--- src/rtl/instr_fetch.sv ---
// instr_fetch: fetch stage between the program ROM and the decoder.
// Holds the program counter, drives the ROM address from it, and captures each
// returned instruction together with its fetch address into a one-entry output
// slot that the decoder drains through a valid/ready handshake. Jumps redirect
// the PC and flush the slot; halt freezes fetching. A jump outside the program
// raises a sticky fault and parks the stage in HALT.
module instr_fetch #(
  parameter int ADDR_W   = 16,
  parameter int INSTR_W  = 18,
  parameter int RESET_PC = 0,
  parameter int PROG_LEN = 7
) (
  input  logic               i_clk,
  input  logic               i_rst,
  output logic [ADDR_W-1:0]  o_rom_addr,
  input  logic [INSTR_W-1:0] i_rom_instr,
  output logic               o_valid,
  input  logic               i_ready,
  output logic [INSTR_W-1:0] o_instr,
  output logic [ADDR_W-1:0]  o_pc,
  input  logic               i_jump,
  input  logic [ADDR_W-1:0]  i_jump_addr,
  input  logic               i_halt,
  output logic               o_halted,
  output logic               o_fault
);

  typedef enum logic {
    ST_RUN  = 1'b0,
    ST_HALT = 1'b1
  } state_t;

  // Last legal ROM address, and the program length widened by one bit so that
  // a jump target equal to 2**ADDR_W-1 still compares correctly.
  localparam logic [ADDR_W-1:0] LP_LAST_ADDR = ADDR_W'(PROG_LEN - 1);
  localparam logic [ADDR_W:0]   LP_PROG_LEN  = (ADDR_W + 1)'(PROG_LEN);
  localparam logic [ADDR_W-1:0] LP_RESET_PC  = ADDR_W'(RESET_PC);

  state_t             r_state;
  logic [ADDR_W-1:0]  r_pc;
  logic               r_valid;
  logic [INSTR_W-1:0] r_instr;
  logic [ADDR_W-1:0]  r_opc;
  logic               r_fault;

  logic               w_slot_free;
  logic               w_consume;
  logic               w_jump_legal;
  logic [ADDR_W-1:0]  w_pc_next;

  // Handshake qualifiers, jump target range check and the wrapping PC increment.
  always_comb begin
    w_slot_free  = !r_valid || i_ready;
    w_consume    = r_valid && i_ready;
    w_jump_legal = ({1'b0, i_jump_addr} < LP_PROG_LEN);
    w_pc_next    = (r_pc == LP_LAST_ADDR) ? '0 : (r_pc + ADDR_W'(1));
  end

  // Fetch control: reset, then jump, then halt, then normal fetch/stall, all
  // resolved in one registered state machine so every output comes from a flop.
  always_ff @(posedge i_clk) begin
    if (i_rst) begin
      r_state <= ST_RUN;
      r_pc    <= LP_RESET_PC;
      r_valid <= 1'b0;
      r_instr <= '0;
      r_opc   <= '0;
      r_fault <= 1'b0;
    end else if (i_jump) begin
      // The slot is flushed even if the decoder is accepting it this cycle:
      // whatever sits there belongs to the abandoned path.
      r_valid <= 1'b0;
      if (w_jump_legal) begin
        r_pc    <= i_jump_addr;
        r_state <= ST_RUN;
      end else begin
        r_fault <= 1'b1;
        r_state <= ST_HALT;
      end
    end else if (r_state == ST_RUN && i_halt) begin
      // Stop without fetching; a pending entry may still drain this edge.
      r_state <= ST_HALT;
      if (w_consume) begin
        r_valid <= 1'b0;
      end
    end else if (r_state == ST_RUN) begin
      if (w_slot_free) begin
        r_instr <= i_rom_instr;
        r_opc   <= r_pc;
        r_valid <= 1'b1;
        r_pc    <= w_pc_next;
      end
    end else begin
      // Halted: nothing new is fetched, only the leftover entry drains.
      if (w_consume) begin
        r_valid <= 1'b0;
      end
    end
  end

  assign o_rom_addr = r_pc;
  assign o_valid    = r_valid;
  assign o_instr    = r_instr;
  assign o_pc       = r_opc;
  assign o_halted   = (r_state == ST_HALT);
  assign o_fault    = r_fault;

endmodule

--- config.mk ---
export PLATFORM = sky130hd
export DESIGN_NAME = instr_fetch
export DESIGN_NICKNAME = d
export VERILOG_FILES = /design/src/rtl/instr_fetch.sv
export SDC_FILE = /design/constraint.sdc
export NUM_CORES = 1
export LEC_CHECK = 0
export CAP_MARGIN = 5
export CORE_ASPECT_RATIO = 0.7
export CORE_MARGIN = 2
export CORE_UTILIZATION = 40
export DETAILED_ROUTE_END_ITERATION = 8
export PLACE_DENSITY = 0.74
export RECOVER_POWER = 50
export SYNTH_ARGS = -nofsm -noshare
export SYNTH_HDL_FRONTEND = slang
export SYNTH_SLANG_ARGS = --single-unit
--- constraint.sdc ---
create_clock -name i_clk -period 5.3 [get_ports i_clk]
set_clock_uncertainty 0.05 [all_clocks]
set_input_delay 1.06 -clock i_clk [delete_from_list [all_inputs] [get_ports i_clk]]
set_output_delay 1.06 -clock i_clk [all_outputs]
set_load 0.02 [all_outputs]
After elaboration in Yosys (flattened, before gate mapping):

Index checks and enable logic that the tools add are counted.

* register bits after elaboration: 53
* bits of input ports: 39
* output and inout port bits: 53
* word-level logic and storage cells: 40

* add/sub/neg operators: 1
* magnitude comparators: 1
* equal/unequal tests: 4
* multiplexer cells: 13
* bitwise gates (word level): 4
* reductions and logical operators: 11

Operators by type and width (count)
* $mux W16: 6
* $add A16 B1 Y16 const B: 1
* $eq A16 B3 Y1 const B: 1
* $lt A16 B3 Y1 const B: 1
* $reduce_and A4 Y1: 2
* $mux W1: 7
* $ne A2 B2 Y1 const B: 2
* $not A1 Y1: 4
* $reduce_bool A2 Y1: 2
* $reduce_bool A3 Y1: 1
* $logic_and A1 B1 Y1: 2
* $ne A2 B1 Y1 const B: 1
* $reduce_and A2 Y1: 1
* $reduce_or A2 Y1: 1
* $logic_not A1 Y1: 1
* $logic_or A1 B1 Y1: 1

Logic depth before layout (Yosys ltp):

* depth after elaboration: 6
* mapped depth: 9
* mapped depth without buffers: 7

Worst setup path after synthesis:

OpenSTA, ideal clock, no wires.

* path type: in2reg
* from: input port i_jump_addr[14]
* to: register r_pc[11], in the netlist o_rom_addr[11]
* setup time: 0.070 ns
* data arrival time: 2.269 ns
* required time: 5.180 ns
* path slack: 2.910 ns
* cell stages on the path: 5
* path buffers: 0
* path through: nor4_1 > and3_2 > a31oi_4 > or4_1 > a21oi_1

* word-level cells in the longest chain between the ends: 3

RTL lines
* start: declaration: line 22 `input logic [ADDR_W-1:0] i_jump_addr,`
* $lt A16 B3 Y1: line 55 `w_jump_legal = ({1'b0, i_jump_addr} < LP_PROG_LEN);`
* $ne A2 B1 Y1 (no line)
* $reduce_and A4 Y1 (no line)
* end signal: assignment: line 74 `r_pc <= i_jump_addr;`
* end signal: assignment: line 91 `r_pc <= w_pc_next;`
* end: declaration: line 40 `logic [ADDR_W-1:0] r_pc;`

Every way passes these cells.
A chain may end at the register's enable or synchronous reset.

Worst setup path in the final report:

* from: input port i_jump
* to: register r_pc[11], in the netlist o_rom_addr[11]

* word-level cells in the longest chain between the ends: 2

RTL lines
* start: declaration: line 21 `input logic i_jump,`
* $ne A2 B1 Y1 (no line) (tied with other cells)
* $reduce_and A4 Y1 (no line)

Parallel ways exist; a longest one is shown, timed or not.

==> results.md <==
- The antenna diode instance count is 0.
- The final period utilization is between 60% and 70%.
- The most frequent standard cell in the layout excluding fill and tap cells is nand2_1.
- During synthesis, Yosys emitted a total of 0 warnings.
- Synthesis instantiated 43 different standard cells from the library.
- The die covers 6537 µm².
- The shortest clock period the worst path allows after layout is 3.472 ns.
- The number of setup buffers added after CTS is 0.
- The overall routed net length is 6.212 mm.
- In the routed design, unresolved DRC markers number 0.
- The standby leakage power is between 1 and 1.5 nW.
- Setup violations remaining at the end of the flow were counted as 0.
- The final hold violation count is 0.
- Clock-pin slew was measured on the worst setup and hold paths at about 0.08 ns.
- Data arrives at the worst endpoint at 3.64 ns.
- The worst setup path is of the input pin to flop kind.
- Of all flip-flops after synthesis, the portion carrying an async set or reset was 0%.
- By area, the combinational part of the netlist is dominated by simple AND/OR/NAND/NOR gates.
- From left edge to right edge, the die measures 95.78 µm.
- The path class of the tightest hold or removal check is flop to flop.
- Headroom to the max-slew limit came out at between 30% and 40%.
- After floorplanning, the core was divided into 23 placement rows.
- The maximum fanout along the worst path is 35.
- The max-cap check violation count is 0.
- The utilization of the core after routing is 58.94%.
- The synthesized netlist devotes 20.21% of its cell area to compound gates.
- The number of nets produced by synthesis is 347.
- The number of gates given a new drive strength after cts is 0.
- The global-route usage over all layers is 19.44%.
- The first routing iteration left 183 violations.
- After Yosys synthesis, full adders, half adders and majority gates account for 1.061% of the synthesized area.
- In this run the power density over the cells is between 200 and 250 nW/µm².
- Once detail routing completed, the nets flagged for antenna violations numbered 0.
- The most used flip-flop cell after synthesis is dfxtp_1.
- The slowest stage of the critical path belongs to the cell dlygate4sd3_1.
- Setup total negative slack on the finished layout was measured at 0 ns.
- The routed wirelength normalized by instance count is ~14 µm.
- TritonCTS built the clock tree.
- STA classifies the critical path endpoint as a flop.
- The number of flops mapped to enable cells by yosys is 0.
- For this run, the detailed router's first-pass iteration total came to 4.
- The global-route wire length before repair is 10.09 mm.
- The kind of cell with the highest combined delay on the critical path is buffers and inverters.
- The via count of the first global-routing pass is ~2200.
- The top cell types in the final layout, fill and taps aside, are 79 x nand2_1, 54 x a21oi_1, 53 x dfxtp_1, 52 x dlygate4sd3_1, 38 x clkdlybuf4s50_1.
- Entering global routing, the biggest net connects 54 pins.
- VDD sags by at most approximately 0.00018 V.
- The y dimension of the die is 68.25 µm.
- The number of hold buffers added after CTS was 0.
- The routed via count divided by cell count is 5.231.
- The top cell type by area accounts for approximately 45% of the synthesized area.
- Clock tree synthesis selected as its root buffer the cell clkbuf_8.
- The run finished with clean final reports.
- Sequential cells were found to cover 44.99% of the synthesized design area.
- The worst-skew pair later-pin latency is 0.30 ns.
- The I/O pin total is between 90 and 100.
- The post-synthesis mux area share is 0%.
- Counting flops and latches in the post-synthesis netlist gives 53.
- The mapped cell area is 2359 µm².
- Yosys attributes the largest share of cell area to dfxtp_1 45%, nand2_1 13%, a21oi_1 11%, nor2_1 3.2%, o21ai_1 2.5%.
- The max-slew violation total from the final report came to 0.
- The clock net in this run drives a total of 53 sinks.
- Setup repair after global routing left no endpoint under its margin.
- The wire-length estimate of the detail-placed layout is about 4.4 mm.
- The area growth from synthesis to layout is 42.39%.
- The highest clock frequency the design can meet is 288.0 MHz.
- After global routing the overflow that remains totals 0.
- The number of buffers and inverters on the critical path is 2.
- STA classifies the critical path startpoint as an input pin.
- The final weighted congestion in routability-driven placement is 0.8119.
- The worst hold margin is 0.4036 ns.
- The total area inside the core boundary comes to 5698 µm².
- The number of antenna violations at the first check in global routing came to 0.
- The final net count is ~420.
- The number of CTS-inserted buffers is 5.
- The post-synthesis simple-gate area fraction is roughly 29%.
- For the pin with the worst max-slew slack, the measured transition is 0.9574 ns.
- The total via count after detailed routing is 2396.
- At the worst endpoint, the required time is ~5.5 ns.
- The delay of the slowest critical-path stage is 0.82 ns.
- The parity-gate share of the synthesized area counting xor and xnor cells is 0%.
- The longest clock path from root to sink contains 2 buffers.
- The cell count after synthesis came out at 306.
- The initial utilization of the core area, before any placement, comes to about two fifths.
- The number of port buffers is 91.
- The average size of a mapped cell is 7.708 µm².
- The H-tree was split into 2 levels.
- The share of cells above drive strength 1 is between 4 and 5%.
- The signal on the critical path passes through dlygate4sd3_1, nor3_2, nor2b_2, buf_4, a31oi_4, or4_1, a21oi_1.
- The cell type contributing the most total cell area after synthesis is dfxtp_1.
-- where the power goes --
group / total (mW) / switching [mW] / internal (mW)
Combinational: 0.102 / 0.0526 / 0.0493
Sequential: 0.415 / 0.00809 / 0.407
Clock: 0.225 / 0.121 / 0.104
Total: 0.742 / 0.181 / 0.560
-- stage by stage --
step                      area, µm²  power, mW  instances  setup WS (ns)
after CTS                      3358     0.7542        458          1.789
after floorplan                2359     0.4747        306          2.910
after detailed placement       3272     0.5301        451          1.474
after global routing           3358     0.7752        458          1.697
after global placement         3272     0.5289        451          1.559
final                          3358     0.7415        458          1.828
-- registers in the layout, summed over array words and instances (netlist names) --
| register | count |
|---|---|
| o_halted | 1 |
| o_fault | 1 |
| o_valid | 1 |
| o_instr | 18 |
| o_rom_addr | 16 |
| o_pc | 16 |
-- final timing paths --
path	from	to	slack (ns)	cells past startpoint
hold reg to reg	o_pc[14]$_SDFFE_PP0P_	o_pc[14]$_SDFFE_PP0P_	0.40	2
setup / recovery	i_jump	o_rom_addr[11]$_SDFFE_PP0P_	1.83	7
hold / removal	o_pc[14]$_SDFFE_PP0P_	o_pc[14]$_SDFFE_PP0P_	0.40	2
setup reg to reg	o_rom_addr[0]$_SDFFE_PP0P_	o_rom_addr[15]$_SDFFE_PP0P_	2.98	7
-- cells in the mapped netlist (3+ instances only) --
library cell  instances
nand4_1               3
nand3_1               6
nor2b_1               3
buf_2                 5
nand2_1              79
dfxtp_1              53
o21ai_1              12
nor4_1                4
clkbuf_1             15
a21oi_1              54
or3_1                 3
nor3_1                7
a211oi_1              3
nor2_1               20
-- cell families (layout without fill, tap and decap cells) --
family          Yosys count  count (layout)
fa+ha+maj                 2               2
compound gates           83              83
flops                    53              53
buf+inv                  24             101
simple gates            144             144
-- worst reg2reg max path: stages (launching register included) --
cell and delay (ns):
dfxtp_1 0.49, inv_1 0.11, ha_1 0.23, nor3b_1 0.14
a41o_1 0.42, or2_1 0.31, or3_1 0.34, a21oi_1 0.14
-- final cells by class --
class                           instances  area [µm²]
Clock buffer                            7       86.33
Fill cell                             538        2340
Inverter                                1       3.754
Multi-Input combinational cell        229        1192
Sequential cell                        53        1061
Tap cell                               75       93.84
Timing Repair Buffer                   93       920.9
-- per-layer routing --
| layer | track usage (%) | routed length [µm] | vias up |
|---|---|---|---|
| li1 | - | - | 1213 |
| met1 | 26.51 | 3010 | 1103 |
| met2 | 30.51 | 2695 | 75 |
| met3 | 5.837 | 473 | 5 |
| met4 | 4.286 | 33 | 0 |
| met5 | 0 | 0 | - |
(Power assumes the default switching activity.)
